### config.mk
export PLATFORM = sky130hd
export DESIGN_NAME = action_scheduler
export DESIGN_NICKNAME = d
export VERILOG_FILES = /design/src/rtl/action_scheduler_pkg.sv /design/src/rtl/action_fifo.sv /design/src/rtl/action_scheduler.sv
export SDC_FILE = /design/constraint.sdc
export NUM_CORES = 1
export LEC_CHECK = 0
export CORE_AREA = 4 4 109 111
export DETAILED_ROUTE_END_ITERATION = 12
export DIE_AREA = 0 0 113 115
export PLACE_DENSITY = 0.81
export SYNTH_ARGS = -nofsm -noshare
export SYNTH_HDL_FRONTEND = slang
export SYNTH_SLANG_ARGS = --single-unit
### constraint.sdc
create_clock -name clk -period 3.9 [get_ports clk]
set_input_delay 0.39 -clock clk [delete_from_list [all_inputs] [get_ports clk]]
set_output_delay 0.39 -clock clk [all_outputs]
set_load 0.01 [all_outputs]
### src/rtl/action_scheduler_pkg.sv
// Shared command/action encoding between the input front-end, the scheduler
// and the game engine, plus the scheduler's own FSM states.
package enum_type;

  typedef enum logic [3:0] {
    NONE,
    LEFT,
    RIGHT,
    DOWN,
    DROP,
    HOLD,
    ROTATE,
    ROTATE_REV,
    WAIT
  } state_type;

  typedef enum logic {
    S_READY,
    S_ISSUED
  } sched_state_t;

  // NONE and WAIT are idle markers, never player actions worth queuing.
  function automatic logic is_action(input state_type c);
    return (c != NONE) && (c != WAIT);
  endfunction

endpackage

### src/rtl/action_fifo.sv
// First-word-fall-through command FIFO. The head is valid combinationally
// whenever the FIFO is not empty; a push into a full FIFO only succeeds when
// a pop happens in the same cycle.
module action_fifo
  import enum_type::*;
#(
  parameter int DEPTH = 8
) (
  input  logic                     clk,
  input  logic                     reset,
  input  logic                     push,
  input  logic                     pop,
  input  state_type                din,
  output state_type                head,
  output logic                     full,
  output logic                     empty,
  output logic [$clog2(DEPTH):0]   count
);

  localparam int AW = $clog2(DEPTH);
  localparam logic [AW:0] CNT_FULL = (AW + 1)'(DEPTH);
  localparam logic [AW:0] CNT_ONE  = (AW + 1)'(1);

  state_type       mem [DEPTH];
  logic [AW-1:0]   wr_ptr;
  logic [AW-1:0]   rd_ptr;
  logic            do_push;
  logic            do_pop;

  assign empty   = (count == '0);
  assign full    = (count == CNT_FULL);
  assign do_pop  = pop && !empty;
  assign do_push = push && (!full || do_pop);
  assign head    = mem[rd_ptr];

  // Storage holds data only, so it carries no reset.
  always_ff @(posedge clk) begin
    if (do_push) mem[wr_ptr] <= din;
  end

  // Pointers wrap naturally because DEPTH is a power of two.
  always_ff @(posedge clk or posedge reset) begin
    if (reset) begin
      wr_ptr <= '0;
      rd_ptr <= '0;
      count  <= '0;
    end else begin
      if (do_push) wr_ptr <= wr_ptr + 1'b1;
      if (do_pop)  rd_ptr <= rd_ptr + 1'b1;
      case ({do_push, do_pop})
        2'b10:   count <= count + CNT_ONE;
        2'b01:   count <= count - CNT_ONE;
        default: count <= count;
      endcase
    end
  end

endmodule

### src/rtl/action_scheduler.sv
// Buffers player commands, generates level-dependent gravity ticks and hands
// the engine exactly one action per WAIT window. Gravity has priority over
// queued commands.
module action_scheduler
  import enum_type::*;
#(
  parameter int unsigned QUEUE_DEPTH  = 8,
  parameter int unsigned GRAVITY_BASE = 100_000_000,
  parameter int unsigned LEVEL_STEP   = 6_000_000,
  parameter int unsigned GRAVITY_MIN  = 5_000_000
) (
  input  logic                           clk,
  input  logic                           reset,
  input  state_type                      cmd,
  input  logic                           cmd_valid,
  input  state_type                      state,
  input  logic [3:0]                     level,
  input  logic                           pause,
  input  logic                           clr_overflow,
  output state_type                      control,
  output logic [$clog2(QUEUE_DEPTH):0]   queue_count,
  output logic                           overflow,
  output logic                           gravity_pending
);

  // Period = max(BASE - level*STEP, MIN), evaluated without ever wrapping.
  function automatic logic [31:0] grav_period(input logic [3:0] lvl);
    logic [31:0] red;
    red = 32'(lvl) * 32'(LEVEL_STEP);
    if (red >= 32'(GRAVITY_BASE))                return 32'(GRAVITY_MIN);
    if ((32'(GRAVITY_BASE) - red) < GRAVITY_MIN) return 32'(GRAVITY_MIN);
    return 32'(GRAVITY_BASE) - red;
  endfunction

  sched_state_t  sched_q;
  logic [31:0]   grav_cnt;
  logic [31:0]   period;
  state_type     fifo_head;
  logic          fifo_full;
  logic          fifo_empty;
  logic          want_push;
  logic          can_issue;
  logic          grav_issue;
  logic          fifo_issue;
  logic          drop_cmd;
  logic          grav_tick;
  logic          soft_restart;
  logic          drop_clear;

  assign period       = grav_period(level);
  assign want_push    = cmd_valid && is_action(cmd);
  assign can_issue    = (sched_q == S_READY) && (state == WAIT) && !pause;
  assign grav_issue   = can_issue && gravity_pending;
  assign fifo_issue   = can_issue && !gravity_pending && !fifo_empty;
  assign drop_cmd     = want_push && fifo_full && !fifo_issue;
  assign grav_tick    = !pause && (grav_cnt >= period - 32'd1);
  assign soft_restart = fifo_issue && ((fifo_head == DOWN) || (fifo_head == DROP));
  assign drop_clear   = fifo_issue && (fifo_head == DROP);

  action_fifo #(
    .DEPTH (QUEUE_DEPTH)
  ) u_fifo (
    .clk   (clk),
    .reset (reset),
    .push  (want_push),
    .pop   (fifo_issue),
    .din   (cmd),
    .head  (fifo_head),
    .full  (fifo_full),
    .empty (fifo_empty),
    .count (queue_count)
  );

  // Gravity timer: a player DOWN/DROP restarts the timer and suppresses a tick
  // landing on the same edge; a fresh tick outranks a gravity issue clearing it.
  always_ff @(posedge clk or posedge reset) begin
    if (reset) begin
      grav_cnt        <= '0;
      gravity_pending <= 1'b0;
    end else if (soft_restart) begin
      grav_cnt <= '0;
      if (drop_clear) gravity_pending <= 1'b0;
    end else begin
      if (!pause) grav_cnt <= grav_tick ? 32'd0 : grav_cnt + 32'd1;
      if (grav_tick)       gravity_pending <= 1'b1;
      else if (grav_issue) gravity_pending <= 1'b0;
    end
  end

  // Sticky drop flag; a drop in the clearing cycle keeps it set.
  always_ff @(posedge clk or posedge reset) begin
    if (reset)             overflow <= 1'b0;
    else if (drop_cmd)     overflow <= 1'b1;
    else if (clr_overflow) overflow <= 1'b0;
  end

  // Issue FSM: control pulses for one cycle, then waits for the engine to leave WAIT.
  always_ff @(posedge clk or posedge reset) begin
    if (reset) begin
      sched_q <= S_READY;
      control <= NONE;
    end else begin
      control <= NONE;
      case (sched_q)
        S_READY: begin
          if (grav_issue) begin
            control <= DOWN;
            sched_q <= S_ISSUED;
          end else if (fifo_issue) begin
            control <= fifo_head;
            sched_q <= S_ISSUED;
          end
        end
        S_ISSUED: begin
          if (state != WAIT) sched_q <= S_READY;
        end
        default: sched_q <= S_READY;
      endcase
    end
  end

endmodule

==> summary.txt, run 1 <==
area grow syn2layout: 38.6%
final setup vio count: 33
CTS tree: built
fin area: 9370 um^2
worst path required time: 4160 ps
Hold Path Class: reg -> reg
yosys warns: 0
clk sinks: 81
worst r2r src: u_fifo.rd_ptr[0]$_DFFE_PP0P_
Die Wd: 113 um
H-tree Lvls: 3
most frequent cell on the critical path: ha_4
pwr/cell area: 497 nW/um^2
Overall Power: 4.65 mW
wire per inst: 22.3 um
vias per inst: 6.72
ant diodes: 0
CTS clock-pin slew for the worst setup and hold paths: 100 ps
#FFs+latches synth: 81
nets: 1002
global-route usage over all layers: 33.0%
R2R depth: 9
layout cell share with drive strength beyond 1: 35.5%
Skew-Pair Late Insertion Delay: 390 ps
Fmax: 138 MHz
CP max stage cell: or4_1
Num CTS Buffers: 9
Leak Pwr: 4.13 nW
Max VDD drop: 0.460 mV
remaining global-route overflow: 0
first-pass GRT wire length: 34800 um
hold endpoint: grav_cnt[31]$_DFFE_PP0P_
Worst Min Path Start: grav_cnt[31]$_DFFE_PP0P_
delay of the slowest cell on the worst path: 530 ps
reg2reg setup slack: 670 ps
Mapped Cells: 726
status: finished, violations left
Layout Skew: 23.3 ps
die height: 115 um
DIE AREA: 13000 um^2
Critical Path End Type: flip-flop
initial antenna violation count: 0
area leader, netlist: dfrtp_1
Worst setup SP type: input pin
Worst Max-Slew Pin Slew: 1030 ps
pin count of the biggest net entering global routing: 50
Fill cells: 492
Placed Area: 8530 um^2
initial core utilization: 62.6%
Post-synth EDFFs: 32
Core Footprint: 10800 um^2
Crit Reg-Reg Endpoint: grav_cnt[25]$_DFFE_PP0P_
Unique masters post-synth: 84
Seq. cell area: 2190 um^2
top cell type's share of synthesized area: 18.1%
Place WS: -4020 ps
failing checks: negative setup slack
port bufs: 26
Routed WL: 23700 um
drt pass-1 iters: 5
GPL Wtd Cong: 0.920
Primary FF master, synth: dfrtp_1
Starting DRT DRC Count: 793
Hold Fails Final Rpt: 0
dominant cells by area after synthesis: dfrtp_1 (18%), edfxtp_1 (14%), ha_1 (11%)
syn_nets: 807
Mean Syn Cell Area: 9.31 um^2
sequential area share after synthesis: 32.3%
Setup Crit Path Kind: in -> reg
num rows: 38
Post-Syn Area: 6760 um^2
CP Max Fanout: 7
Final WS setup: -3330 ps
Tcrit/Tclk final: 185%
Worst EP arrival: 7490 ps
root buffer cell: clkbuf_8
crit path time final: 7230 ps
hpwl dp: 14400 um
max_slew headroom: 31.4%
number of global-route vias before repair: 7025
ANT nets after route: 0
routed vias: 7167
asr flop ratio synth: 60.5%
drt drc: 0
multi-input combinational cell area: 4980 um^2
Slew Limit Fails: 0
RSZ-0062 raised after global routing: yes
Max Cap Viol: 0
Hold Path Depth: 1
I/O pin total: 27
Clock Path Buffers: 2
-- cell families after synthesis --
kind of cell | Yosys count | synth area share, %
AOI/OAI and AO/OA | 188 | 19.7
xor gates and xnor gates | 51 | 6.83
adders and majority gates | 64 | 12.3
buffers and inverters | 50 | 3.02
DFF | 81 | 32.3
muxes | 18 | 4.18
and+or+nand+nor | 274 | 21.7
-- synthesized netlist by cell type (all sizes together) (11+ instances only) --
cell type and number:
ha 60, nor2 54, dfrtp 49, nand2 47
a21oi 43, nand3 38, edfxtp 32, o21ai 32
xnor2 31, inv 24, a21o 20, clkbuf 20
xor2 20, a31oi 19, nand2b 18, nor3 18
and3 17, or3 14, a22o 12, nand4 12
o211ai 11
-- flip-flops by register name, indices dropped and copies added, names as in the netlist --
name,count
overflow,1
grav_cnt,32
sched_q,1
u_fifo.mem,32
u_fifo.wr_ptr,3
u_fifo.count,4
control,4
u_fifo.rd_ptr,3
gravity_pending,1
-- metrics by stage --
stage	util (%)	TNS (ps)	std cells	hold slack (ps)
floorplan	-	-98630	726	457
global placement	79.0	-121180	1023	492
detailed placement	79.0	-128130	1023	501
CTS	83.9	-90390	1057	511
global route	86.8	-111180	1066	532
finish	86.8	-105740	1066	510
-- cell usage in the layout, fill, tap and decap left out, drive strengths merged, types with 12 or more instances in the layout --
cell type and n:
clkdlybuf4s50 22, a21oi 43, or3 14, nand4 12, ha 60, a31oi 19, a21o 20, nor2 54
buf 186, nand2 47, nor3 18, o21ai 32, xor2 20, and3 17, a22o 12, dfrtp 49
edfxtp 32, nand2b 18, xnor2 31, nand3 38, inv 28
-- worst max path at each step --
stage	from	end	depth (start not counted)
6_report	level[2]	grav_cnt[15]$_DFFE_PP0P_	38
5_1_grt	level[2]	grav_cnt[15]$_DFFE_PP0P_	38
4_1_cts	level[3]	grav_cnt[25]$_DFFE_PP0P_	34
3_5_place_dp	level[2]	grav_cnt[21]$_DFFE_PP0P_	37
3_3_place_gp	level[2]	grav_cnt[25]$_DFFE_PP0P_	33
2_1_floorplan	level[1]	grav_cnt[6]$_DFFE_PP0P_	34
-- per-layer routing --
metal,track usage [%],up-vias,wire length [um]
met5,0,-,0
met4,13.8,0,1330
met3,5.74,143,1660
met2,59.6,464,12200
met1,38.8,3433,8570
li1,-,3127,-
-- report_power, final --
part / leakage, nW / switching [mW] / internal (mW)
combinational: 3.07 / 1.45 / 1.39
sequential: 0.951 / 0.164 / 1.00
clock: 0.104 / 0.390 / 0.257
total: 4.13 / 2.01 / 2.65
-- layout make-up --
type / count / area share, %
Multi-Input combinational cell: 595 / 53.2
Sequential cell: 81 / 23.3
Timing Repair Buffer: 210 / 18.4
Tap cell: 140 / 1.87
Clock buffer: 9 / 1.32
Inverter: 24 / 1.01
Clock inverter: 7 / 0.868
-- critical path, delay by kind of cell --
family          cells  cell delay [ps]
buf+inv             8              960
fa+ha+maj           5             1340
simple gates       15             2900
compound gates     10             1890
-- what timing repair did --
action	CTS	global route
resized for setup	66	51
endpoints found under the setup margin	33	33
hold buffers	0	0
pin swaps	59	19
buffers inserted	17	9
cloned	1	2
(Power assumes the default switching activity.)
==> run 2: changes to the inputs <==
Settings changed: CORE_AREA 4 4 109 111 to 4 4 115 117, DIE_AREA 0 0 113 115 to 0 0 119 121, PLACE_DENSITY 0.81 to 0.76.
Clock period 3.9 ns to 6.1 ns, I/O delays scaled along.
==> run 2 against run 1 <==
  * The run still ends with negative setup slack left
  * Sequential cell count is the same
  * Via count is 4.1% lower
  * Clock skew decreased by 16 ps
  * Clock power down 13%
  * Power decreased by 33%
  * Die area is 11% higher
  * Wire length shrank 9.1%
  * Final cell count grew 3.0%
  * Clock-buffer cell count up 1
  * Critical path type unchanged
  * Register-to-register slack gained 1700 ps
  * Core utilization down 8.6 points
==> summary.txt, run 2 (synthesis gave the netlist of run 1 again) <==
status: finished, violations left
failing checks: negative setup slack
max_slew headroom: 18.2%
crit path time final: 7250 ps
root buffer cell: clkbuf_16
CP Max Fanout: 7
Overall Power: 3.12 mW
ant diodes: 0
Clock Path Buffers: 2
R2R depth: 11
hpwl dp: 13900 um
final setup vio count: 33
port bufs: 26
Setup Crit Path Kind: in -> reg
initial core utilization: 54.7%
Hold Path Depth: 1
Hold Path Class: reg -> reg
Max VDD drop: 0.296 mV
GPL Wtd Cong: 0.947
Max Cap Viol: 0
clk sinks: 81
Fmax: 138 MHz
wire per inst: 19.6 um
most frequent cells in the layout: buf_4 (163), nor2_1 (50), dfrtp_1 (49)
initial antenna violation count: 0
Core Footprint: 12400 um^2
worst path required time: 6330 ps
drt drc: 0
DIE AREA: 14400 um^2
Layout Skew: 7.13 ps
first-pass GRT wire length: 33500 um
vias per inst: 6.26
Critical Path End Type: flip-flop
H-tree Lvls: 3
Worst EP arrival: 7490 ps
number of global-route vias before repair: 6867
layout cell share with drive strength beyond 1: 36.0%
Skew-Pair Late Insertion Delay: 350 ps
CTS tree: built
Hold Fails Final Rpt: 0
Final WS setup: -1150 ps
Routed WL: 21600 um
drt pass-1 iters: 9
CP max stage cell: fa_2
Setup TNS: -35510 ps
RSZ-0062 raised after global routing: yes
I/O pin total: 27
num rows: 41
ANT nets after route: 0
Fill cells: 702
Tcrit/Tclk final: 119%
pin count of the biggest net entering global routing: 50
Largest regs: grav_cnt (32), u_fifo.mem (32)
delay of the slowest cell on the worst path: 600 ps
global-route usage over all layers: 28.4%
Final Non-Filler Cells: 1098
pwr/cell area: 323 nW/um^2
Num CTS Buffers: 9
# placed instances: 1054
Slew Limit Fails: 0
die height: 121 um
remaining global-route overflow: 0
area grow syn2layout: 43.0%
Worst Max-Slew Pin Slew: 1210 ps
Die Wd: 119 um
Starting DRT DRC Count: 670
commonest non-fill, non-tap cell in the layout: buf_4
routed vias: 6875
Worst setup SP type: input pin
CTS clock-pin slew for the worst setup and hold paths: 60 ps
nets: 1002
Leak Pwr: 4.21 nW
==> run 2: cell count changes in the layout (fill, tap and decap cells not counted), moves of 4 or more <==
cell | previous run | this run
clkbuf_8 | 9 | 0
clkbuf_16 | 1 | 9
buf_4 | 170 | 163
a21oi_2 | 18 | 13
a21oi_4 | 2 | 7
nand2_1 | 46 | 42
nand2_2 | 1 | 5
==> run 2: worst paths after layout <==
check                                         start                       end  slack [ps]
hold reg to reg            grav_cnt[31]$_DFFE_PP0P_  grav_cnt[31]$_DFFE_PP0P_         510
hold / removal             grav_cnt[31]$_DFFE_PP0P_  grav_cnt[31]$_DFFE_PP0P_         510
min in group asynchronous                     reset  grav_cnt[22]$_DFFE_PP0P_         860
max in group asynchronous                     reset      control[0]$_DFF_PP0_        4600
setup reg to reg            grav_cnt[0]$_DFFE_PP0P_  grav_cnt[30]$_DFFE_PP0P_        2370
setup / recovery                           level[1]  grav_cnt[15]$_DFFE_PP0P_       -1150
==> run 2: worst max-delay path, delay by kind of cell <==
family,cells,cell delay [ps]
and+or+nand+nor,13,2800
AOI/OAI and AO/OA,10,2040
adders and majority gates,4,1270
buffers and inverters,4,570
xor gates and xnor gates,1,170
==> run 2: what timing repair did <==
item | 4_1_cts | 5_1_grt
setup endpoints to repair | 33 | 33
pin swaps | 49 | 50
hold buffers | 0 | 0
resized for setup | 71 | 71
buffers inserted | 21 | 8
cloned | 4 | 0
==> run 2: through the flow <==
| step | util [%] | hold slack (ps) | instance area, um^2 | worst slack, ps |
|---|---|---|---|---|
| 2_1_floorplan | - | 457 | 7070 | -1060 |
| 3_3_place_gp | 69.4 | 478 | 8590 | -1720 |
| 3_5_place_dp | 69.4 | 497 | 8590 | -2000 |
| 4_1_cts | 75.9 | 504 | 9390 | -1130 |
| 5_1_grt | 78.2 | 533 | 9670 | -1450 |
| 6_report | 78.2 | 509 | 9670 | -1150 |
==> run 2: area by class of cell <==
cell class              count  area (um^2)  area share (%)
clock inverters             6         75.1           0.776
inverters                  24         92.6           0.958
clock buffers              10          229            2.37
multi-input cells         595         5050            52.2
repair buffers            210         1820            18.8
well taps                 172          215            2.23
flip-flops and latches     81         2190            22.6
==> run 2: routing by layer <==
layer,part of all wire [%],global-route usage [%],vias up
met5,0,0,-
met4,3.8,10.4,0
met3,5.8,4.99,79
met2,52,50.5,325
met1,39,34.4,3335
li1,-,-,3136
==> run 2: where the power goes <==
group	switching, mW	leakage, nW	internal [mW]
registers	0.0990	0.951	0.641
logic	0.911	3.11	0.908
clock network	0.236	0.146	0.324
==> run 3: changes to the inputs <==
Settings changed: CORE_AREA 4 4 115 117 to 4 4 109 111, DIE_AREA 0 0 119 121 to 0 0 113 115, PLACE_DENSITY 0.76 to 0.81, SETUP_SLACK_MARGIN from default to 0.5.
Clock period 6.1 ns to 8.1 ns, I/O delays scaled along.
==> run 3 against run 2 <==
  * The run now ends clean
  * Clock-buffer cell count shrank 1
  * Hold slack lost 2.4 ps
  * Clock power shrank 37%
  * Sequential share of layout area grew 1.6 points
  * Critical path depth grew 4
  * Core utilization grew 5.4 points
  * Power shrank 32%
  * Sequential cell count is the same
  * Worst setup slack gained 1500 ps
  * Critical path type unchanged
  * Highest routed layer unchanged
==> summary.txt, run 3 (synthesis gave the netlist of run 1 again) <==
area grow syn2layout: 33.4%
GPL Wtd Cong: 0.936
CP Max Fanout: 7
Skew-Pair Late Insertion Delay: 380 ps
Clock Path Buffers: 2
remaining global-route overflow: 0
nets: 956
Setup Crit Path Kind: in -> reg
crit path time final: 7750 ps
Num CTS Buffers: 9
Comb pwr share: 57.4%
wire per inst: 20.1 um
Die Wd: 113 um
hold endpoint: grav_cnt[31]$_DFFE_PP0P_
routed vias: 6682
worst path required time: 8400 ps
status: finished, final reports clean
Worst setup SP type: input pin
I/O pin total: 27
ant diodes: 0
clk sinks: 81
Starting DRT DRC Count: 743
most frequent cell on the critical path: a21oi_2
Critical Path End Type: flip-flop
Finished Core Util: 83.6%
pwr/cell area: 236 nW/um^2
Worst Min Path Start: grav_cnt[31]$_DFFE_PP0P_
number of global-route vias before repair: 6491
num rows: 38
CP max stage cell: fa_2
drt drc: 0
Setup TNS: 0 ps
Core Footprint: 10800 um^2
Routed WL: 20500 um
final setup vio count: 0
R2R depth: 11
Clock power frac: 16.6%
max_slew headroom: 19.1%
internal power: 1.26 mW
initial antenna violation count: 0
sequential share of power: 26.0%
DIE AREA: 13000 um^2
Largest regs: grav_cnt (32), u_fifo.mem (32)
pin count of the biggest net entering global routing: 50
H-tree Lvls: 3
vias per inst: 6.55
worst r2r src: grav_cnt[0]$_DFFE_PP0P_
Crit Reg-Reg Endpoint: grav_cnt[30]$_DFFE_PP0P_
delay of the slowest cell on the worst path: 590 ps
initial core utilization: 62.6%
Layout Skew: 11.9 ps
commonest non-fill, non-tap cell in the layout: buf_4
Hold Fails Final Rpt: 0
Hold-fix buffers, CTS: 0
ANT nets after route: 0
RSZ-0062 raised after global routing: yes
Max VDD drop: 0.201 mV
global-route usage over all layers: 29.2%
CTS tree: built
root buffer cell: clkbuf_8
Slew Limit Fails: 0
Worst EP arrival: 8050 ps
first-pass GRT wire length: 31200 um
Hold Path Class: reg -> reg
Fmax: 129 MHz
port bufs: 26
Leak Pwr: 3.93 nW
most frequent cells in the layout: buf_4 (122), nor2_1 (50), dfrtp_1 (49)
Max Cap Viol: 0
sw frac: 40.8%
Worst Max-Slew Pin Slew: 1200 ps
hpwl dp: 13300 um
Hold Path Depth: 1
Tcrit/Tclk final: 95.7%
die height: 115 um
P_sw: 0.868 mW
drt pass-1 iters: 6
layout cell share with drive strength beyond 1: 29.8%
reg2reg setup slack: 4500 ps
CTS clock-pin slew for the worst setup and hold paths: 100 ps
[run 3: worst max-delay path, delay by kind of cell]
kind,cells,cell delay (ps)
fa+ha+maj,5,1440
simple gates,11,2240
buf+inv,5,650
compound gates,15,2870
[run 3: worst max path at each step]
stage | slack [ps] | end | cells past startpoint | start
floorplan | 500 | grav_cnt[6]$_DFFE_PP0P_ | 34 | level[1]
global placement | -110 | grav_cnt[15]$_DFFE_PP0P_ | 33 | level[3]
CTS | 550 | grav_cnt[18]$_DFFE_PP0P_ | 37 | level[3]
finish | 350 | grav_cnt[18]$_DFFE_PP0P_ | 36 | level[2]
global route | 140 | grav_cnt[18]$_DFFE_PP0P_ | 35 | level[1]
detailed placement | -420 | grav_cnt[19]$_DFFE_PP0P_ | 32 | level[3]
[run 3: per-layer routing]
metal	vias to the layer above	track usage, %	wire length, um
li1	3035	-	-
met1	3201	35.6	7880
met2	353	51.1	10400
met3	93	5.58	1310
met4	0	11.9	893
met5	-	0	0
[run 3: cell type report]
cell class	count	area (um^2)
clock buffer	9	124
clock inverter	7	106
fill	583	1770
inverter	24	90.1
multi-input combinational	595	4840
sequential	81	2190
tap	140	175
timing repair buffer	164	1490
[run 3: power groups by stage]
| stage | Sequential (mW) | Clock (mW) | Combinational, mW |
|---|---|---|---|
| 3_3_place_gp | 0.553 | 0 | 1.02 |
| 2_1_floorplan | 0.532 | 0 | 0.694 |
| 3_5_place_dp | 0.558 | 0 | 1.07 |
| 4_1_cts | 0.551 | 0.352 | 1.12 |
| 6_report | 0.553 | 0.354 | 1.22 |
| 5_1_grt | 0.563 | 0.375 | 1.32 |
[run 3: metrics by stage]
stage	setup WS, ps	area (um^2)	hold slack [ps]	power (mW)	cells
floorplan	503	6900	457	1.23	726
CTS	551	8580	501	2.02	1007
detailed placement	-422	8070	489	1.63	978
global placement	-108	8070	477	1.58	978
global route	144	9020	518	2.25	1020
finish	351	9020	507	2.13	1020
[run 3: timing repair]
action                                  CTS  global route
pin swaps                                24            56
cloned                                    3             4
gates resized for setup                  29            83
endpoints found under the setup margin   33            33
setup buffers                            10             9
